$ cat config.mk
export PLATFORM = sky130hd
export DESIGN_NAME = serial_adder_fsm
export DESIGN_NICKNAME = d
export VERILOG_FILES = /design/src/rtl/serial_add_pkg.sv /design/src/rtl/mux_full_adder.sv /design/src/rtl/serial_adder_fsm.sv
export SDC_FILE = /design/constraint.sdc
export NUM_CORES = 1
export LEC_CHECK = 0
export ABC_CLOCK_PERIOD_IN_PS = 2700
export CAP_MARGIN = 20
export CORE_MARGIN = 8
export CORE_UTILIZATION = 55
export DETAILED_ROUTE_END_ITERATION = 8
export PLACE_DENSITY_LB_ADDON = 0.25
export SLEW_MARGIN = 20
export SYNTH_ARGS = -nofsm -noshare
export SYNTH_HDL_FRONTEND = slang
export SYNTH_SLANG_ARGS = --single-unit
$ cat constraint.sdc
create_clock -name clk -period 2.7 [get_ports clk]
set_input_delay 0.405 -clock clk [delete_from_list [all_inputs] [get_ports clk]]
set_output_delay 0.405 -clock clk [all_outputs]
set_load 0.01 [all_outputs]
$ cat src/rtl/serial_add_pkg.sv
// rtl/serial_add_pkg.sv - shared types, limits and sizing helper for the bit-serial adder
package serial_add_pkg;

  typedef enum logic [1:0] {
    ST_IDLE = 2'd0,
    ST_ADD  = 2'd1,
    ST_DONE = 2'd2
  } state_t;

  localparam int MIN_WIDTH = 2;
  localparam int MAX_WIDTH = 32;

  // Bit counter only has to reach WIDTH-1; never let it collapse to zero bits.
  function automatic int cnt_width(input int width);
    int w;
    w = $clog2(width);
    if (w < 1) begin
      w = 1;
    end
    return w;
  endfunction

endpackage

$ cat src/rtl/mux_full_adder.sv
// rtl/mux_full_adder.sv - full adder from two 2:1-mux half adders plus an OR for carry
module mux_full_adder (
  input  logic a,
  input  logic b,
  input  logic cin,
  output logic s,
  output logic co
);

  logic w_s1;
  logic w_c1;
  logic w_c2;

  // Half adder as muxes: x selects between y and ~y for sum, between 0 and y for carry.
  assign w_s1 = a ? ~b : b;
  assign w_c1 = a ? b : 1'b0;

  assign s    = w_s1 ? ~cin : cin;
  assign w_c2 = w_s1 ? cin : 1'b0;

  assign co   = w_c1 | w_c2;

endmodule

$ cat src/rtl/serial_adder_fsm.sv
// rtl/serial_adder_fsm.sv - LSB-first bit-serial adder/subtractor with valid/ready; SERIAL_SUB_EN adds sub port
module serial_adder_fsm
  import serial_add_pkg::*;
#(
  parameter int WIDTH = 8
) (
  input  logic             clk,
  input  logic             rst_n,
  input  logic             in_valid,
  output logic             in_ready,
  input  logic [WIDTH-1:0] a,
  input  logic [WIDTH-1:0] b,
`ifdef SERIAL_SUB_EN
  input  logic             sub,
`endif
  output logic             out_valid,
  input  logic             out_ready,
  output logic [WIDTH-1:0] sum,
  output logic             cout,
  output logic             busy
);

  localparam int            CW       = cnt_width(WIDTH);
  localparam logic [CW-1:0] LAST_CNT = CW'(WIDTH - 1);

  if ((WIDTH < MIN_WIDTH) || (WIDTH > MAX_WIDTH)) begin : g_width_check
    $error("serial_adder_fsm: WIDTH out of range");
  end

  state_t           r_state;
  state_t           w_next_state;

  logic [WIDTH-1:0] r_a_sr;
  logic [WIDTH-1:0] r_b_sr;
  logic [WIDTH-1:0] r_sum_sr;
  logic [WIDTH-1:0] r_sum;
  logic             r_carry;
  logic             r_cout;
  logic [CW-1:0]    r_cnt;

  logic             w_accept;
  logic             w_release;
  logic             w_last;
  logic             w_bit_s;
  logic             w_bit_co;
  logic [WIDTH-1:0] w_b_load;
  logic             w_carry_init;
  logic [WIDTH-1:0] w_sum_next;

  // Subtraction is a + ~b + 1: invert the addend and seed the carry.
`ifdef SERIAL_SUB_EN
  assign w_b_load     = sub ? ~b : b;
  assign w_carry_init = sub;
`else
  assign w_b_load     = b;
  assign w_carry_init = 1'b0;
`endif

  assign in_ready   = (r_state == ST_IDLE);
  assign out_valid  = (r_state == ST_DONE);
  assign busy       = (r_state == ST_ADD) || (r_state == ST_DONE);
  assign sum        = r_sum;
  assign cout       = r_cout;

  assign w_accept   = in_valid && in_ready;
  assign w_release  = out_valid && out_ready;
  assign w_last     = (r_cnt == LAST_CNT);
  assign w_sum_next = {w_bit_s, r_sum_sr[WIDTH-1:1]};

  mux_full_adder u_fa (
    .a   (r_a_sr[0]),
    .b   (r_b_sr[0]),
    .cin (r_carry),
    .s   (w_bit_s),
    .co  (w_bit_co)
  );

  always_ff @(posedge clk or negedge rst_n) begin
    if (!rst_n) begin
      r_state <= ST_IDLE;
    end else begin
      r_state <= w_next_state;
    end
  end

  always_comb begin
    w_next_state = r_state;
    case (r_state)
      ST_IDLE: begin
        if (w_accept) begin
          w_next_state = ST_ADD;
        end
      end
      ST_ADD: begin
        if (w_last) begin
          w_next_state = ST_DONE;
        end
      end
      ST_DONE: begin
        if (w_release) begin
          w_next_state = ST_IDLE;
        end
      end
      default: begin
        w_next_state = ST_IDLE;
      end
    endcase
  end

  always_ff @(posedge clk or negedge rst_n) begin
    if (!rst_n) begin
      r_a_sr   <= '0;
      r_b_sr   <= '0;
      r_sum_sr <= '0;
      r_carry  <= 1'b0;
      r_cnt    <= '0;
    end else if (w_accept) begin
      r_a_sr   <= a;
      r_b_sr   <= w_b_load;
      r_sum_sr <= '0;
      r_carry  <= w_carry_init;
      r_cnt    <= '0;
    end else if (r_state == ST_ADD) begin
      r_a_sr   <= r_a_sr >> 1;
      r_b_sr   <= r_b_sr >> 1;
      r_sum_sr <= w_sum_next;
      r_carry  <= w_bit_co;
      r_cnt    <= w_last ? '0 : r_cnt + 1'b1;
    end
  end

  // Result registers only change on the final serial bit, so they hold through DONE.
  always_ff @(posedge clk or negedge rst_n) begin
    if (!rst_n) begin
      r_sum  <= '0;
      r_cout <= 1'b0;
    end else if ((r_state == ST_ADD) && w_last) begin
      r_sum  <= w_sum_next;
      r_cout <= w_bit_co;
    end
  end

endmodule

Word-level counts from Yosys, hierarchy flattened
Cells that the tools add are included.
Operators by class
  reduce and logical (&&, ||, !) cells: 7
  equality and inequality tests: 6
  divide/modulo/power cells: 0
  multiply operators: 0
  $add $sub $neg: 1
  shifts and indexed selects: 0
  bitwise logic cells: 3
  mux-type cells: 19
  order comparisons: 0
Operators with widths (count)
  $mux 8: 6
  $mux 3: 3
  $mux 1: 6
  $mux 2: 3
  $pmux 2 s3: 1
  $ne 2x1->1 const B: 2
  $add 3x1->3 const B: 1
  $eq 3x3->1 const B: 1
  $logic_and 1x1->1: 3
  $reduce_and 3->1: 1
  $eq 2x1->1 const B: 1
  $eq 2x2->1 const B: 1
  $logic_not 2->1: 1
  $ne 2x2->1 const B: 1
  $not 1->1: 2
  $reduce_bool 2->1: 1
  $logic_or 1x1->1: 1
  $or 1x1->1: 1
Storage, ports and cells
  RAM bits: 0
  output and inout port bits: 12
  memories kept: 0
  input bits: 20
  logic and storage cells: 44
  bits in read-only memories: 0
  register bits: 39
  latch bits: 0

Longest topological paths before layout
Gate-level depths: netlist of the first run.
  depth after elaboration: 6
  gate-level depth with buffers: 7
  mapped depth without buffers: 5

Hierarchy
A second synthesis of the first run with hierarchy kept.
Unflattened totals
  cells, all modules: 143
  area total of the unflattened synthesis: 1697.9 um^2
By module, submodules not included
  serial_adder_fsm: area each 1677.9 um^2, times used 1, cells an instance 142
  mux_full_adder: area each 20.0 um^2, times used 1, cells an instance 1

Least setup slack after synthesis of the first run
OpenSTA, ideal clock, no wires.
  kind: register to register
  from: register r_cnt[0]
  to: register r_state[0]
  buffers on the path: 0
  period minus slack after synthesis: 1.579 ns
  stages on the path, launching flop included: 6
  data arrival time: 1.454 ns
  slack: 1.121 ns
  required time: 2.575 ns
  library setup time: 0.125 ns
  cells stage by stage: dfrtp_1 > ha_1 > ha_1 > inv_1 > a222oi_1 > mux2_2
On the way
  word-level cells in the longest chain between the ends: 3
Ends and longest elaborated chain
  start, declared: line serial_adder_fsm.sv:39  | logic [CW-1:0] r_cnt;
  start signal, assigned: line serial_adder_fsm.sv:128  | r_cnt <= w_last ? '0 : r_cnt + 1'b1;
  $eq 3x3->1: line serial_adder_fsm.sv:67  | assign w_last = (r_cnt == LAST_CNT);
  $ne 2x2->1 (no source line)
  $reduce_and 3->1 (no source line)
  end signal, assigned: line serial_adder_fsm.sv:82  | r_state <= w_next_state;
  end, declared: line serial_adder_fsm.sv:30  | state_t r_state;
Every way passes these cells.
A chain may end at the register's enable or synchronous reset.

Final worst setup path of the first run
  from: register r_state[1]
  to: output in_ready
On the way
  word-level cells in the longest chain between the ends: 1
Ends and longest elaborated chain
  $logic_not 2->1: line serial_adder_fsm.sv:59  | assign in_ready = (r_state == ST_IDLE);
  end, declared: line serial_adder_fsm.sv:10  | output logic in_ready,
Every way passes these cells.

==> flow_metrics.env, run 1 <==
export IMPL_async_flop_share=1.000
export IMPL_io_buffer_count=31
export IMPL_antenna_found_initial=0
export IMPL_place_inst=201
export IMPL_total_power_mw=2.064
export IMPL_multi_input_area_um2=686.9
export IMPL_tightest_slew_ns=0.8267
export IMPL_drc=0
export IMPL_cts_hold_fix_buffers=0
export IMPL_finalSetupViolations=0
export IMPL_placementRows=20
export IMPL_synth_edf_count=0
export IMPL_crit_family="buffers and inverters"
export IMPL_path_class="register to output pin"
export IMPL_fmaxAchievable_mhz=488.3
export IMPL_antennaDiodeCount=0
export IMPL_critPathMaxStageDelay_ns=0.56
export IMPL_fin_cells=209
export IMPL_insertion_delay_ns=0.35
export IMPL_htreeDepth=2
export IMPL_final_hold_violation_count=0
export IMPL_io_pins=32
export IMPL_grt_max_degree=39
export IMPL_yosys_warnings=0
export IMPL_drtIter0Drc=39
export IMPL_period_share=0.7584
export IMPL_worstPathArrival_ns=1.64
export IMPL_die_area_um2=5121
export IMPL_synth_distinct_cells=15
export IMPL_rsz0062_at_grt="false"
export IMPL_yosysSeqAreaShare=0.5601
export IMPL_crit_path_cell_trace="inv_1 > ha_1 > clkdlybuf4s50_1"
export IMPL_num_vias=1111
export IMPL_max_vdd_ir_drop_mv=0.8270
export IMPL_fin_setup_tns_ns=0
export IMPL_die_h_um=71.56
export IMPL_fill_cells=252
export IMPL_syn_nets=170
export IMPL_cp_data_required_time_ns=2.30
export IMPL_synth_cells=143
export IMPL_cp_max_fo=4
export IMPL_routedWlPerCell_um=15.25
export IMPL_core_um2=3003
export IMPL_cts_made_buffers=5
export IMPL_gp_congestion=0.7153
export IMPL_avgViaCountPerCell=5.316
export IMPL_ys_ff_latch=38
export IMPL_finalNetCount=202
export IMPL_wirelength_mm=3.187
export IMPL_slowest_stage="clkdlybuf4s50_1"
export IMPL_grt_first_pass_wirelength_mm=5.319
export IMPL_drt_first_pass_iters=4
export IMPL_globalRouteOverflowTotal=0
export IMPL_skew_ns=0.009755
export IMPL_start_util=0.5654
export IMPL_hp_class="input port to asynchronous set/reset pin"
export IMPL_max_cap_violations=0
export IMPL_hpwl_mm=2.253
export IMPL_fp_dieW_um=71.56
export IMPL_fin_hold_ws_ns=0.1358
export IMPL_outcome="finished clean"
export IMPL_power_per_cell_area_nw_per_um2=993.0
export IMPL_maxSlewViolCount=0
export IMPL_final_area_um2=2078
export IMPL_synth_avg_cell_area_um2=11.87
export IMPL_grtUsageTotal=0.1324
export IMPL_ant_nets=0
export IMPL_worst_path_buf_inv=2
export IMPL_seq_area_um2=950.9
export IMPL_placed_cell_area_um2=2018
export IMPL_post_cts_resized=0
export IMPL_areaGrowthSynthToFinish_pct=22.40
export IMPL_cts_setup_buffers=0
export IMPL_fin_crit_ns=2.048
export IMPL_p_leak_nw=0.9748
export IMPL_grt_pass1_vias=1192
export IMPL_ctsRootBufferMaster="clkbuf_4"
export IMPL_endpoint_kind="output pin"
export IMPL_cts_tree="built"
export IMPL_cts_buffer_depth=2
export IMPL_worstSetupStartpointType="register"
export IMPL_drive_above_1_share=0.1193
export IMPL_cts_sinks=38
export IMPL_ys_flop_type="dfrtp_1"
export IMPL_path_clk_slew_ns=0.11
export IMPL_syn_cell_area_um2=1698
export IMPL_relSlewSlack=0.4489
## worst paths after layout
kind,cells past startpoint,end,start,slack [ns]
max,3,in_ready,r_state[1],0.65
min,1,sum[5],rst_n,0.14
max reg2reg,5,sum[0],r_state[1],0.74
min reg2reg,1,sum[7],sum[7],0.52
max in group asynchronous,1,r_cnt[2],rst_n,2.04
min in group clk,1,sum[7],sum[7],0.52
## per-layer routing
| metal | vias to the layer above | part of all wire | global-route usage |
|---|---|---|---|
| li1 | 544 | - | - |
| met1 | 537 | 0.44 | 0.1383 |
| met2 | 24 | 0.49 | 0.2276 |
| met3 | 6 | 0.061 | 0.06137 |
| met4 | 0 | 0.013 | 0.04762 |
| met5 | - | 0 | 0 |
## report_power, final
part / internal (mW) / total, mW / leakage (nW) / switching [mW]
Clock: 0.126 / 0.311 / 0.0353 / 0.185
Sequential: 0.780 / 0.914 / 0.497 / 0.134
Combinational: 0.429 / 0.839 / 0.443 / 0.410
Total: 1.33 / 2.06 / 0.975 / 0.729
## flip-flops by register name, indices dropped and copies added (netlist names)
| register | count |
|---|---|
| sum | 8 |
| r_sum_sr | 7 |
| r_a_sr | 8 |
| r_cnt | 3 |
| r_state | 2 |
| r_b_sr | 8 |
| cout | 1 |
| r_carry | 1 |
## worst reg2reg max path, delay by kind of cell, from the launching register on
| kind | cells | cell delay [ns] |
|---|---|---|
| DFF | 1 | 0.42 |
| adders and majority gates | 1 | 0.17 |
| and+or+nand+nor | 1 | 0.37 |
| muxes | 1 | 0.38 |
| buffers and inverters | 2 | 0.50 |
## stage by stage
| step | worst slack, ns | util |
|---|---|---|
| CTS | 0.6367 | 0.6921 |
| detailed placement | 0.7634 | 0.6721 |
| global route | 0.5400 | 0.6921 |
| finish | 0.6522 | 0.6921 |
| global placement | 0.8014 | 0.6721 |
| floorplan | 1.121 | - |
## Yosys cell counts, types with 2 or more instances
| library cell | n | area [um^2] |
|---|---|---|
| dfrtp_1 | 38 | 950.9 |
| buf_2 | 3 | 15.01 |
| inv_1 | 5 | 18.77 |
| mux2i_1 | 25 | 250.2 |
| ha_1 | 6 | 75.07 |
| buf_4 | 2 | 15.01 |
| mux2_2 | 11 | 123.9 |
| clkbuf_1 | 3 | 11.26 |
| o21ai_0 | 16 | 80.08 |
| nor2_1 | 12 | 45.04 |
| nand2_1 | 17 | 63.81 |
| nand2b_1 | 2 | 12.51 |
## layout make-up
type	count	area share
clock inverters	1	0.002408
clock buffers	7	0.02649
flip-flops and latches	38	0.4576
well taps	33	0.01987
multi-input cells	92	0.3305
inverters	5	0.009031
repair buffers	33	0.1541
## cells by family (layout without fill, tap and decap cells)
group                      Yosys count  in the layout  share of synthesized area
muxes                               36             36                     0.2203
and+or+nand+nor                     32             32                    0.07516
AOI/OAI and AO/OA                   17             17                    0.05306
buffers and inverters               13             46                    0.03537
DFF                                 38             38                     0.5601
adders and majority gates            7              7                    0.05601
## placed cells by master (no fill, tap or decap), drive strengths merged
cell type and count:
dfrtp 38, clkdlybuf4s50 30, mux2i 25, nand2 17, o21ai 16, nor2 12, mux2 11, clkbuf 7
ha 6, inv 5, buf 3, nand2b 2, and2 1, a222oi 1, fa 1, clkinv 1
No activity file was read; power rests on OpenSTA's default activity.
==> run 2, diff against run 1 <==
--- a/config.mk
+++ b/config.mk
@@ -5,10 +5,10 @@
 export SDC_FILE = /design/constraint.sdc
 export NUM_CORES = 1
 export LEC_CHECK = 0
-export ABC_CLOCK_PERIOD_IN_PS = 2700
+export ABC_CLOCK_PERIOD_IN_PS = 1650
 export CAP_MARGIN = 20
 export CORE_MARGIN = 8
-export CORE_UTILIZATION = 55
+export CORE_UTILIZATION = 46
 export DETAILED_ROUTE_END_ITERATION = 8
 export PLACE_DENSITY_LB_ADDON = 0.25
 export SLEW_MARGIN = 20
==> constraint.sdc (replaced) <==
create_clock -name clk -period 1.65 [get_ports clk]
set_input_delay 0.2475 -clock clk [delete_from_list [all_inputs] [get_ports clk]]
set_output_delay 0.2475 -clock clk [all_outputs]
set_load 0.01 [all_outputs]
==> run 2 against run 1 <==
The run now ends with hold timing left. Non-clock buffer count up 8. Sequential share of layout area decreased by 3.3 points. Cell count up 11%. Sequential power up 62%. Hold slack got worse by 0.14 ns. Core utilization down 7.2 points. First-iteration DRC count fell by 18%. Critical path depth grew 2. Combinational power grew 78%. Clock skew shrank 0.0058 ns. Largest power group is now combinational logic. Die area is 15% higher.
==> flow_metrics.env, run 2 (synthesis results as in run 1) <==
export IMPL_worstPathArrival_ns=1.81
export IMPL_num_vias=1143
export IMPL_placementRows=22
export IMPL_path_class="register to register"
export IMPL_grtUsageTotal=0.1092
export IMPL_outcome="finished, violations left"
export IMPL_antenna_found_initial=0
export IMPL_layout_common_cells="dfrtp_1 (38), clkdlybuf4s50_1 (27), mux2i_1 (25)"
export IMPL_skew_ns=0.004003
export IMPL_drt_first_pass_iters=4
export IMPL_cp_depth=5
export IMPL_finalNetCount=210
export IMPL_globalRouteOverflowTotal=0
export IMPL_io_buffer_count=31
export IMPL_period_share=0.9946
export IMPL_ant_nets=0
export IMPL_max_vdd_ir_drop_mv=0.8034
export IMPL_endpoint_kind="register"
export IMPL_place_ws_ns=-0.05236
export IMPL_critPathMaxStageDelay_ns=0.42
export IMPL_avgViaCountPerCell=4.927
export IMPL_fin_hold_ws_ns=-0.0005476
export IMPL_drtIter0Drc=32
export IMPL_cp_max_fo=2
export IMPL_worst_path_buf_inv=1
export IMPL_crit_family="compound AO/OA/AOI/OAI gates"
export IMPL_antennaDiodeCount=0
export IMPL_io_pins=32
export IMPL_r2r_end="r_state[0]"
export IMPL_routedWlPerCell_um=13.34
export IMPL_finalSetupViolations=0
export IMPL_die_area_um2=5891
export IMPL_ctsRootBufferMaster="clkbuf_8"
export IMPL_hpwl_mm=2.126
export IMPL_max_cap_violations=0
export IMPL_r2r_slack_ns=0.009
export IMPL_core_um2=3606
export IMPL_insertion_delay_ns=0.28
export IMPL_place_inst=219
export IMPL_gp_congestion=0.6709
export IMPL_fin_ws_ns=0.008992
export IMPL_grt_first_pass_wirelength_mm=5.161
export IMPL_relSlewSlack=0.6970
export IMPL_fmaxAchievable_mhz=609.4
export IMPL_fin_crit_ns=1.641
export IMPL_cts_made_buffers=5
export IMPL_areaGrowthSynthToFinish_pct=31.76
export IMPL_grt_pass1_vias=1184
export IMPL_wirelength_mm=3.095
export IMPL_rr_worst_depth=5
export IMPL_rsz0062_at_grt="true"
export IMPL_path_clk_slew_ns=0.07
export IMPL_maxSlewViolCount=0
export IMPL_die_h_um=76.76
export IMPL_violations="hold timing"
export IMPL_fill_cells=308
export IMPL_cts_tree="built"
export IMPL_drc=0
export IMPL_hp_class="input port to asynchronous set/reset pin"
export IMPL_final_hold_violation_count=1
export IMPL_htreeDepth=2
export IMPL_worstSetupStartpointType="register"
export IMPL_p_leak_nw=1.040
export IMPL_crit_path_cell_trace="ha_2 > ha_4 > inv_2 > a222oi_1 > mux2_2"
export IMPL_cp_data_required_time_ns=1.82
export IMPL_cts_sinks=38
export IMPL_reg2reg_from="r_cnt[0]"
export IMPL_fp_dieW_um=76.76
export IMPL_grt_max_degree=44
export IMPL_fin_cells=232
export IMPL_cts_buffer_depth=2
export IMPL_final_common_cell="dfrtp_1"
export IMPL_slowest_stage="a222oi_1"
export IMPL_start_util=0.4709
export IMPL_tightest_slew_ns=0.4545
export IMPL_power_per_cell_area_nw_per_um2=1613
export IMPL_drive_above_1_share=0.1848
export IMPL_cts_hold_fix_buffers=0
[run 2: cell type report]
cell class | instances | area [um^2] | share of cell area
repair buffers | 41 | 411.6 | 0.1840
clock inverters | 1 | 5.005 | 0.002237
well taps | 48 | 60.06 | 0.02685
inverters | 5 | 18.77 | 0.008389
flip-flops and latches | 38 | 950.9 | 0.4251
clock buffers | 7 | 86.33 | 0.03859
multi-input cells | 92 | 704.4 | 0.3149
[run 2: metal layers]
metal,wire length (um),track usage,vias up
li1,-,-,561
met1,1369,0.1155,548
met2,1449,0.1725,28
met4,83,0.08077,0
met3,192,0.04312,6
met5,0,0,-
[run 2: worst max-delay path by stage]
stage | from | end | slack (ns)
after floorplan | r_cnt[0] | r_state[0] | 0.07
after global placement | r_cnt[0] | r_state[0] | 0.03
after detailed placement | r_cnt[0] | r_state[0] | -0.05
after CTS | r_cnt[0] | r_state[0] | 0.008
after global routing | r_cnt[0] | r_state[0] | -0.06
final | r_cnt[0] | r_state[0] | 0.009
[run 2: what timing repair did]
item | in CTS | in global routing
pin swaps | 1 | 2
gates resized for setup | 5 | 6
buffers inserted | 4 | 1
setup endpoints to repair | 5 | 4
[run 2: where the power goes]
part / internal [mW] / total, mW / leakage (nW) / switching, mW
clock network: 0.337 / 0.638 / 0.0482 / 0.301
registers: 1.28 / 1.48 / 0.497 / 0.202
logic: 0.792 / 1.49 / 0.495 / 0.700
[run 2: worst reg2reg max path, delay by kind of cell (launching register included)]
| family | cells | cell delay [ns] |
|---|---|---|
| buffers and inverters | 1 | 0.03 |
| flip-flops | 1 | 0.36 |
| adder cells (fa/ha/maj) | 2 | 0.32 |
| multiplexers | 1 | 0.39 |
| AO/OA/AOI/OAI | 1 | 0.42 |
[run 2: per-stage QoR]
step | cell area, um^2 | utilization | setup TNS, ns | power, mW
floorplan | 1698 | - | 0 | 2.462
global placement | 2097 | 0.5815 | 0 | 2.876
detailed placement | 2097 | 0.5815 | -0.08945 | 2.965
CTS | 2220 | 0.6155 | 0 | 3.641
global route | 2237 | 0.6204 | -0.1172 | 3.896
finish | 2237 | 0.6204 | 0 | 3.609
==> run 3, diff against run 2 <==
--- a/config.mk
+++ b/config.mk
@@ -10,7 +10,7 @@
 export CORE_MARGIN = 8
 export CORE_UTILIZATION = 46
 export DETAILED_ROUTE_END_ITERATION = 8
-export PLACE_DENSITY_LB_ADDON = 0.25
+export PLACE_DENSITY = 0.75
 export SLEW_MARGIN = 20
 export SYNTH_ARGS = -nofsm -noshare
 export SYNTH_HDL_FRONTEND = slang
==> run 3 against run 2 <==
The run ends with setup timing left. Flip-flop and latch count is the same. First-iteration DRC count grew 22%. Wire length grew 8.4%. Cell count shrank 0.86%. Critical path depth is the same. Combinational power is essentially flat. Sequential share of layout area shrank 1.0 points. Via count grew 0.35%. Non-clock buffer count shrank 2. Clock power grew 53%. Sequential power is essentially flat. Core utilization grew 1.5 points. Largest power group is now registers. Highest routed layer unchanged.
==> flow_metrics.env, run 3 (synthesis results as in run 1) <==
export IMPL_fin_ws_ns=-0.03279
export IMPL_final_area_um2=2292
export IMPL_relSlewSlack=0.6663
export IMPL_die_h_um=76.76
export IMPL_hpwl_mm=2.403
export IMPL_areaGrowthSynthToFinish_pct=35.00
export IMPL_tightest_slew_ns=0.5006
export IMPL_cts_made_buffers=5
export IMPL_grt_first_pass_wirelength_mm=5.740
export IMPL_grtUsageTotal=0.1223
export IMPL_cts_tree="built"
export IMPL_fin_crit_ns=1.683
export IMPL_die_area_um2=5891
export IMPL_core_um2=3606
export IMPL_htreeDepth=2
export IMPL_antenna_found_initial=0
export IMPL_violations="setup timing"
export IMPL_place_ws_ns=-0.06083
export IMPL_fmaxAchievable_mhz=594.3
export IMPL_gp_congestion=0.6640
export IMPL_finalSetupViolations=2
export IMPL_io_buffer_count=31
export IMPL_finalNetCount=208
export IMPL_layout_common_cells="dfrtp_1 (38), clkdlybuf4s50_1 (27), mux2i_1 (25)"
export IMPL_period_share=1.020
export IMPL_antennaDiodeCount=0
export IMPL_cts_buffer_depth=2
export IMPL_avgViaCountPerCell=4.987
export IMPL_final_hold_violation_count=0
export IMPL_drt_first_pass_iters=4
export IMPL_skew_ns=0.009543
export IMPL_fp_dieW_um=76.76
export IMPL_cp_max_fo=2
export IMPL_final_common_cell="dfrtp_1"
export IMPL_drive_above_1_share=0.1758
export IMPL_hp_class="input port to asynchronous set/reset pin"
export IMPL_ctsRootBufferMaster="clkbuf_8"
export IMPL_p_leak_nw=1.058
export IMPL_placed_cell_area_um2=2110
export IMPL_fin_setup_tns_ns=-0.06379
export IMPL_endpoint_kind="register"
export IMPL_start_util=0.4709
export IMPL_final_util=0.6357
export IMPL_power_per_cell_area_nw_per_um2=1717
export IMPL_fin_hold_ws_ns=0.4545
export IMPL_ant_nets=0
export IMPL_routedWlPerCell_um=14.58
export IMPL_cts_sinks=38
export IMPL_drc=0
export IMPL_globalRouteOverflowTotal=0
export IMPL_path_clk_slew_ns=0.08
export IMPL_max_cap_violations=0
export IMPL_drtIter0Drc=39
export IMPL_outcome="finished, violations left"
export IMPL_wirelength_mm=3.354
export IMPL_placementRows=22
export IMPL_num_vias=1147
export IMPL_grt_pass1_vias=1250
export IMPL_insertion_delay_ns=0.29
export IMPL_io_pins=32
export IMPL_rsz0062_at_grt="true"
export IMPL_maxSlewViolCount=0
export IMPL_grt_max_degree=44
export IMPL_worstPathArrival_ns=1.85
export IMPL_cp_data_required_time_ns=1.82
export IMPL_max_vdd_ir_drop_mv=1.231
export IMPL_path_class="register to register"
export IMPL_worstSetupStartpointType="register"
## run 3: changes by cell type in the layout (fill, tap and decap cells not counted), sizes merged
cell,previous run,this run
bufinv,0,2
clkinv,1,0
clkbuf,8,6
dlygate4sd3,0,1
buf,11,8
dlygate4sd2,1,2
## run 3: where the power goes
group          switching, mW  internal [mW]  leakage, nW
Combinational          0.704          0.769        0.490
Clock                  0.328          0.645       0.0714
Sequential             0.210           1.28        0.497
## run 3: per-stage QoR
stage          cells  total power [mW]
2_1_floorplan    143             2.462
3_3_place_gp     219             2.880
3_5_place_dp     219             3.001
4_1_cts          230             3.976
5_1_grt          230             4.201
6_report         230             3.935
## run 3: timing repair
| item | CTS | global route |
|---|---|---|
| endpoints found under the setup margin | 5 | 13 |
| pin swaps | 1 | 2 |
| endpoints found under the hold margin | 20 | 0 |
| buffers inserted | 2 | 0 |
| gates resized for setup | 5 | 5 |
| hold buffers | 1 | 0 |
## run 3: final timing paths
check / from / end / slack, ns / depth (start not counted)
worst max-delay path: r_cnt[1] / r_state[0] / -0.03 / 5
worst min-delay path: rst_n / r_b_sr[0] / 0.45 / 2
worst max register to register: r_cnt[1] / r_state[0] / -0.03 / 5
worst min register to register: sum[3] / sum[3] / 0.51 / 1
max in group asynchronous: rst_n / r_a_sr[6] / 0.72 / 3
min in group clk: b[3] / r_b_sr[3] / 0.50 / 3
## run 3: metal layers
layer	share of wire	GRT usage	routed length, um	vias to the layer above
li1	-	-	-	556
met4	0.019	0.07500	63	0
met2	0.54	0.2099	1826	18
met1	0.39	0.1250	1323	568
met5	0	0	0	-
met3	0.042	0.04196	140	5
## run 3: layout make-up
class / count / area [um^2]
well taps: 48 / 60.06
repair buffers: 39 / 415.4
clock inverters: 2 / 60.06
inverters: 5 / 18.77
flip-flops and latches: 38 / 950.9
multi-input cells: 92 / 704.4
clock buffers: 6 / 82.58
fillers: 299 / 1314
## run 3: critical path, stage by stage (launching register included)
cell	delay (ns)
dfrtp_1	0.38
ha_2	0.20
ha_4	0.13
inv_2	0.03
a222oi_1	0.44
mux2_2	0.39
